<file path="src/rtl/rng_health_monitor.sv">
// Continuous health tests (repetition count + adaptive proportion) on an
// 8-bit RNG stream, with sticky alarms, event count and a healthy qualifier.
//
// Ports:
//   clk, rst          : clock, synchronous active-high reset
//   sample_valid      : accept sample this cycle
//   sample[7:0]       : random byte
//   alarm_clr         : clear alarms and restart both tests
//   rct_fail          : sticky repetition-count alarm
//   apt_fail          : sticky adaptive-proportion alarm
//   healthy           : a full window has completed with no alarm set
//   window_done       : one-cycle pulse per completed APT window
//   fail_events[7:0]  : saturating count of alarm assertions
module rng_health_monitor #(
  parameter int unsigned RCT_CUTOFF = 8,
  parameter int unsigned APT_WINDOW = 64,
  parameter int unsigned APT_CUTOFF = 24
) (
  input  logic       clk,
  input  logic       rst,
  input  logic       sample_valid,
  input  logic [7:0] sample,
  input  logic       alarm_clr,
  output logic       rct_fail,
  output logic       apt_fail,
  output logic       healthy,
  output logic       window_done,
  output logic [7:0] fail_events
);

  localparam int RW = $clog2(RCT_CUTOFF + 1);
  localparam int WW = $clog2(APT_WINDOW + 1);

  localparam logic [RW-1:0] RCT_MAX = RW'(RCT_CUTOFF);
  localparam logic [WW-1:0] WIN_MAX = WW'(APT_WINDOW);
  localparam logic [WW-1:0] APT_MAX = WW'(APT_CUTOFF);

  typedef enum logic [1:0] {
    WARMUP,
    OK,
    FAILED
  } hstate_e;

  hstate_e       state_q;
  logic          have_last_q;
  logic [7:0]    last_q;
  logic [7:0]    last_d;
  logic [RW-1:0] rep_cnt_q;
  logic [RW-1:0] rep_cnt_d;
  logic [7:0]    apt_ref_q;
  logic [7:0]    apt_ref_d;
  logic [WW-1:0] apt_cnt_q;
  logic [WW-1:0] apt_cnt_d;
  logic [WW-1:0] win_cnt_q;
  logic [WW-1:0] win_cnt_d;
  logic [WW-1:0] win_inc;
  logic          rct_fail_q;
  logic          apt_fail_q;
  logic          healthy_q;
  logic          window_done_q;
  logic          window_done_d;
  logic [7:0]    fail_events_q;
  logic [7:0]    fail_events_d;
  logic [8:0]    fe_sum;
  logic          same;
  logic          win_first;
  logic          apt_hit;
  logic          rct_set;
  logic          apt_set;
  logic          rct_rise;
  logic          apt_rise;

  // Next state assuming the current sample is accepted.
  always_comb begin
    same      = have_last_q && (sample == last_q);
    last_d    = same ? last_q : sample;
    rep_cnt_d = RW'(1);
    if (same) begin
      rep_cnt_d = (rep_cnt_q == RCT_MAX) ? rep_cnt_q
                                         : rep_cnt_q + RW'(1);
    end

    // Empty window: this sample becomes the reference.
    win_first = (win_cnt_q == '0);
    apt_ref_d = win_first ? sample : apt_ref_q;
    apt_hit   = !win_first && (sample == apt_ref_q);
    apt_cnt_d = apt_cnt_q;
    if (win_first) begin
      apt_cnt_d = WW'(1);
    end else if (apt_hit && apt_cnt_q != WIN_MAX) begin
      apt_cnt_d = apt_cnt_q + WW'(1);
    end

    win_inc       = win_cnt_q + WW'(1);
    window_done_d = (win_inc == WIN_MAX);
    win_cnt_d     = window_done_d ? '0 : win_inc;

    rct_set  = (rep_cnt_d == RCT_MAX);
    apt_set  = (apt_cnt_d == APT_MAX);
    // Only a 0->1 flag transition counts as a new event.
    rct_rise = rct_set && !rct_fail_q;
    apt_rise = apt_set && !apt_fail_q;

    fe_sum = {1'b0, fail_events_q}
           + 9'(rct_rise) + 9'(apt_rise);
    fail_events_d = fe_sum[8] ? 8'hFF : fe_sum[7:0];
  end

  always_ff @(posedge clk) begin
    if (rst) begin
      state_q       <= WARMUP;
      have_last_q   <= 1'b0;
      last_q        <= '0;
      rep_cnt_q     <= '0;
      apt_ref_q     <= '0;
      apt_cnt_q     <= '0;
      win_cnt_q     <= '0;
      rct_fail_q    <= 1'b0;
      apt_fail_q    <= 1'b0;
      healthy_q     <= 1'b0;
      window_done_q <= 1'b0;
      fail_events_q <= '0;
    end else if (alarm_clr) begin
      // Sample presented alongside the clear is dropped.
      state_q       <= WARMUP;
      have_last_q   <= 1'b0;
      rep_cnt_q     <= '0;
      apt_cnt_q     <= '0;
      win_cnt_q     <= '0;
      rct_fail_q    <= 1'b0;
      apt_fail_q    <= 1'b0;
      healthy_q     <= 1'b0;
      window_done_q <= 1'b0;
    end else if (sample_valid) begin
      have_last_q   <= 1'b1;
      last_q        <= last_d;
      rep_cnt_q     <= rep_cnt_d;
      apt_ref_q     <= apt_ref_d;
      apt_cnt_q     <= apt_cnt_d;
      win_cnt_q     <= win_cnt_d;
      rct_fail_q    <= rct_fail_q | rct_set;
      apt_fail_q    <= apt_fail_q | apt_set;
      window_done_q <= window_done_d;
      fail_events_q <= fail_events_d;
      case (state_q)
        WARMUP, OK: begin
          if (rct_set || apt_set) begin
            state_q   <= FAILED;
            healthy_q <= 1'b0;
          end else if (state_q == WARMUP
                       && window_done_d) begin
            state_q   <= OK;
            healthy_q <= 1'b1;
          end
        end
        FAILED: begin
          state_q   <= FAILED;
          healthy_q <= 1'b0;
        end
        default: begin
          state_q   <= WARMUP;
          healthy_q <= 1'b0;
        end
      endcase
    end else begin
      window_done_q <= 1'b0;
    end
  end

  assign rct_fail    = rct_fail_q;
  assign apt_fail    = apt_fail_q;
  assign healthy     = healthy_q;
  assign window_done = window_done_q;
  assign fail_events = fail_events_q;

endmodule
</file>
<file path="config.mk">
export PLATFORM = sky130hd
export DESIGN_NAME = rng_health_monitor
export DESIGN_NICKNAME = d
export VERILOG_FILES = /design/src/rtl/rng_health_monitor.sv
export SDC_FILE = /design/constraint.sdc
export NUM_CORES = 1
export LEC_CHECK = 0
export CAP_MARGIN = 30
export CELL_PAD_IN_SITES_DETAIL_PLACEMENT = 1
export CELL_PAD_IN_SITES_GLOBAL_PLACEMENT = 1
export CORE_UTILIZATION = 45
export DETAILED_ROUTE_END_ITERATION = 8
export PLACE_DENSITY = 0.84
export REMOVE_ABC_BUFFERS = 1
export SLEW_MARGIN = 20
export SYNTH_ARGS = -nofsm -noshare
export SYNTH_HDL_FRONTEND = slang
export SYNTH_SLANG_ARGS = --single-unit
export TNS_END_PERCENT = 10
</file>
<file path="constraint.sdc">
create_clock -name clk -period 8.8 [get_ports clk]
set_input_delay 1.76 -clock clk [delete_from_list [all_inputs] [get_ports clk]]
set_output_delay 1.76 -clock clk [all_outputs]
set_load 0.02 [all_outputs]
</file>
# Word level (Yosys, flattened, before mapping)
# Index checks and enable logic that the tools add are counted.
# word_totals
register_bits,49
out_inout_bits,12
# op_classes
n_addsub,5
n_mux,12
n_eq_ne,10
bitwise,5
reduce_logical,19
# ops
cell,count
7-bit 2-to-1 mux,3
8-bit == test,2
7-bit by 1-bit adder with 7-bit output (second input constant),2
8-bit by 1-bit adder with 9-bit output,1
9-bit by 1-bit adder with 9-bit output,1
4-bit == test (second input constant),2
4-bit 2-to-1 mux,2
8-bit 2-to-1 mux,1
7-bit by 5-bit == test with 1-bit output (second input constant),1
7-bit == test (second input constant),1
7-bit zero test,1
7-bit inequality test (second input constant),1
1-bit logical AND,6
3-bit AND reduction,2
4-bit by 1-bit adder with 4-bit output (second input constant),1
2-bit 2-to-1 mux,2
2-bit case mux with 2 select lines,1
2-bit AND reduction,2
2-bit OR reduction,2
1-bit zero test,3
1-bit 2-to-1 mux,3
3-bit inequality test (second input constant),1
1-bit inverter,3
3-bit OR reduction,1
other kinds (5),6

# Depth between registers and ports, before layout
# logic_depth
depth_word,10
ltp_mapped,15

# Worst setup path before layout
# No wires, ideal clock.
# synth_timing
path_kind,input to register
from,input sample[4]
to,register fail_events_q[1] (netlist: fail_events[1])
setup_ns,0.074
stages,13
path_slack_ns,4.121
arrival_ns,4.605
cell_sequence,xor2_1 > nor4_2 > nand2_1 > a311oi_2 > mux2i_1 > nand4_2 > or2_1 > fa_1 > inv_1 > ha_1 > nand3_1 > or3_1 > a31oi_1
# synth_via
elab_chain_len,9
elab_cells_between_ends,15
cone_classes,2 x add/sub; 4 x eq/ne; 4 x mux; 5 x reduce/logical
# synth_lines
item,line,source
"start, declared",22,"input logic [7:0] sample,"
branches (longest 7 deep; another with 8-bit by 1-bit adder with 9-bit output),-,
9-bit by 1-bit adder with 9-bit output *,105,+ 9'(rct_rise) + 9'(apt_rise);
8-bit 2-to-1 mux *,106,fail_events_d = fe_sum[8] ? 8'hFF : fe_sum[7:0];
"end signal, assigned",144,fail_events_q <= fail_events_d;
"end, declared",62,logic [7:0] fail_events_q;
# Mark *: on every way between the ends.
# A chain may end at the register's enable or synchronous reset.

# Worst setup path in the final report
# layout_timing
from,input sample[1]
to,register fail_events_q[0] (netlist: fail_events[0])
# Same word-level chain as after synthesis.

==> flow_results.org <==
** Worst setup path
- Critical Path RT :: 9040 ps
- Capturing element type of the critical path :: flop
- Cell with the largest stage delay on the worst path :: sky130_fd_sc_hd__clkdlybuf4s50_1
- Endpoint arrival time on the critical path :: 5570 ps
- Buffering stage count on the worst path with inverters included :: 2
- Along the worst path, the maximum fanout reaches 5.
- In this run the register-to-register setup slack is 4970 ps.
- Critical path start-end classification :: input port to flop
- Family with the most delay on the worst path :: simple AND/OR/NAND/NOR gates
- The worst setup path is launched from an input port.
- The signal on the critical path passes through clkdlybuf4s50_1, xor2_1, nor4_2, nand2_1, a311oi_2, mux2i_1, nand4_2, or2_1, fa_1, inv_1, ha_1, nand3_1, or3_1, a21oi_1.
- Largest incremental delay on the critical path :: 500 ps

** Status
- Outcome :: completed

** Placed design
- IO buf count :: 23
- Post-DP HPWL :: 4502 µm
- Routability cong. :: 0.8000

** Routing
- Average detailed-routed wire length per instance :: 16.22 µm
- Met2 Wirelength :: 3282 µm
- After detailed routing, the total wire length is 6668 µm.
- For this block, wires on met1 add up to 3088 µm.
- The detailed router used layers up to and including met4.
- For this block, the initial DRC count from the detailed router was 116.
- Remaining DRCs :: 0
- Met3 wire length :: 210 µm
- Detailed routing inserted a total of 2369 vias.
- The first detailed-routing pass took 4 iterations.
- In this run the remaining antenna-violating nets after routing total 0.
- After detailed routing, the number of vias per cell comes to 5.764.

** Cells and area
- In the final design database the tool counted 360 nets.
- Area occupied by registers :: 980.9 µm²
- In the final layout, the multi-input gates occupy 1430 µm².
- The library cell used most frequently in the layout, excluding fill and tap cells, is sky130_fd_sc_hd__dfxtp_1.
- 0 antenna diodes ended up in the layout.
- The filler cells instantiated in the layout total 680.
- Most frequent cells in the layout :: sky130_fd_sc_hd__dfxtp_1 (49), sky130_fd_sc_hd__nand2_1 (48), sky130_fd_sc_hd__a21oi_1 (41)
- For this run, the share of the core covered by cells in the final layout is 55.75%.
- Area delta synth->final :: 16.07%
- Fraction of layout instances using a drive strength above 1 :: 5.279%

** STA
- The worst path uses 60.57% of the clock period.
- Across the routed clock network, the largest skew measured is 7.369 ps.
- Normalized max-slew margin :: 38.07%
- Number of slew-limit violations in the final report :: 0
- Setup-failing EPs final :: 0
- Total negative setup slack :: 0 ps
- Static timing analysis puts the maximum clock frequency at 0.1876 GHz.
- The final-report hold violation count was 0.
- Setup repair after global routing missed its margin :: no
- The smallest clock period supported by the final layout is computed as 5330 ps.
- At the pin with the least slew margin, the transition time is 921.8 ps.

** Synthesis
- The synthesized netlist contains 41 unique library cells.
- Mapped Cells :: 322
- Number of register bits inferred by synthesis :: 49
- After synthesis, flip-flops and latches occupy 38.75% of the total area.
- Post-synthesis average cell area :: 7.861 µm²
- For this run, the number of Yosys warnings is 0.
- Netlist area before placement :: 2531 µm²

** Power and ir drop
- In this run switching power makes up 22.90% of total power.
- Sequential cells burn 49.9% of the power.
- Power density relative to cell area :: 156.5 nW/µm²
- Internal Pwr Total :: 354.5 µW
- Worst IR Drop VDD :: 0.09710 mV
- Of the total power, the clock network draws 41.4%.
- Gate power share :: 8.7%
- Net switching component of the power :: 105.3 µW
- Leak pwr :: 1.015 nW

** Clocking
- TritonCTS built the clock tree.
- CTS built an H-tree with a depth of 2.
- Number of instances resized during post-cts repair :: 0
- Clock Sink Count :: 49
- Buffers inserted during clock tree synthesis total 5.
- Clock Path Buffers :: 2
- Clock-pin slew was measured on the worst setup and hold paths at 90 ps.
- Buffer count from post-CTS setup fixing :: 0
- CTS placed an instance of sky130_fd_sc_hd__clkbuf_8 at the clock tree root.
- CTS hold repair buffers :: 0
- The later pin in the worst-skew pair is clocked with a latency of 310 ps.

** Global routing
- For this run the aggregate overflow at the end of global routing stands at 0.
- Global-route usage over all layers :: 24.32%
- Entering global routing, the biggest net connects 27 pins.
- The number of antenna violations at the first check in global routing was 0.
- The number of global-route vias before repair came to 2396.
- The first global-routing pass estimated 11500 µm of wire.

** Floorplan
- The floorplan step set the die width to 77 µm.
- Pin placement for this block handled 24 I/O pins.
- Initial Util :: 48.03%
- After floorplanning, the core was sized to cover 5270 µm².
- The die covers 5929 µm².
- The die is 77 µm tall.
- The initialized floorplan defines 26 standard-cell rows.

** Flow run
- The tool flagged a number of max-cap violations equal to 0.

** Worst hold path
- The path class of the tightest hold or removal check is flop to flop.
==> through the flow <==
stage / setup slack [ps] / cells / area (µm²) / power, mW / hold slack [ps]
global route: 3129 / 411 / 2938 / 0.4743 / 503.1
CTS: 3426 / 410 / 2923 / 0.4614 / 480.0
global placement: 3339 / 402 / 2789 / 0.2716 / 453.4
finish: 3470 / 411 / 2938 / 0.4598 / 478.7
floorplan: 4103 / 307 / 2456 / 0.2549 / 433.9
detailed placement: 3177 / 402 / 2789 / 0.2735 / 466.4
==> power groups by stage <==
stage                     Combinational (mW)  Clock (mW)  Sequential (mW)
after floorplan                       0.0210           0            0.234
after CTS                             0.0392       0.193            0.230
after global routing                  0.0444       0.200            0.230
after global placement                0.0371           0            0.235
after detailed placement              0.0387           0            0.235
final                                 0.0399       0.190            0.230
==> path summary, 6_finish.rpt <==
| check | depth (start not counted) | startpoint | end |
|---|---|---|---|
| max | 14 | sample[1] | fail_events[0] |
| min | 2 | apt_ref_q[0] | apt_ref_q[0] |
| max reg2reg | 13 | win_cnt_q[0] | fail_events[0] |
| min reg2reg | 2 | apt_ref_q[0] | apt_ref_q[0] |
==> synthesized netlist by cell type (all sizes together) <==
| master | n | area share (%) |
|---|---|---|
| ha | 7 | 3.5 |
| fa | 1 | 0.79 |
| a22oi | 2 | 0.59 |
| xor2 | 13 | 4.5 |
| dfxtp | 49 | 39 |
| o211ai | 2 | 0.59 |
| clkbuf | 11 | 1.7 |
| a31oi | 6 | 1.5 |
| a21o | 2 | 0.59 |
| o21ai | 10 | 2.0 |
| and4b | 1 | 0.40 |
| a22o | 2 | 0.69 |
| nor2 | 34 | 5.0 |
| xnor2 | 10 | 3.5 |
| mux2i | 5 | 2.0 |
| a21oi | 41 | 8.1 |
| nor3 | 5 | 0.99 |
| nand4 | 6 | 1.7 |
| or4 | 1 | 0.30 |
| nor2b | 1 | 0.25 |
| or3 | 3 | 0.74 |
| a311oi | 1 | 0.59 |
| and3 | 3 | 0.74 |
| inv | 12 | 1.8 |
| nand4b | 2 | 0.69 |
| buf | 4 | 1.2 |
| nand2 | 48 | 7.1 |
| o31ai | 1 | 0.49 |
| nand3 | 23 | 4.5 |
| nand2b | 2 | 0.49 |
| a211oi | 1 | 0.30 |
| a32oi | 1 | 0.35 |
| nand3b | 1 | 0.30 |
| or2 | 3 | 0.74 |
| nor4 | 8 | 2.5 |
==> tightest hold or removal path, stage by stage (launching register included) <==
cell                      delay (ps)
sky130_fd_sc_hd__dfxtp_1         330
sky130_fd_sc_hd__nand2_1          50
sky130_fd_sc_hd__a21oi_1          60
==> final cells by class <==
cell class | instances | share of cell area [%]
clock buffer | 5 | 2.342
clock inverter | 3 | 2.215
inverter | 12 | 1.533
multi-input combinational | 246 | 48.68
sequential | 49 | 33.39
tap | 70 | 2.981
timing repair buffer | 26 | 8.859
==> routing by layer <==
layer  vias to the layer above  GRT usage [%]
met2                        39          42.77
li1                       1151              -
met4                         0          6.226
met1                      1171          30.55
met3                         8          4.286
met5                         -              0
==> state kept, by name, indices dropped and copies added (netlist names), 2 cells and up <==
name / cells
apt_cnt_q: 7
fail_events: 8
state_q: 2
last_q: 8
rep_cnt_q: 4
win_cnt_q: 7
apt_ref_q: 8
==> kinds of logic after synthesis <==
family / count (synthesis) / share of synthesized area [%]
AO/OA/AOI/OAI: 69 / 15.77
XOR/XNOR: 23 / 7.958
adder cells (fa/ha/maj): 8 / 4.251
buffers and inverters: 27 / 4.745
flip-flops: 49 / 38.75
multiplexers: 5 / 1.977
AND/OR/NAND/NOR: 141 / 26.54
Note: power is estimated with default switching activity, not from simulation.
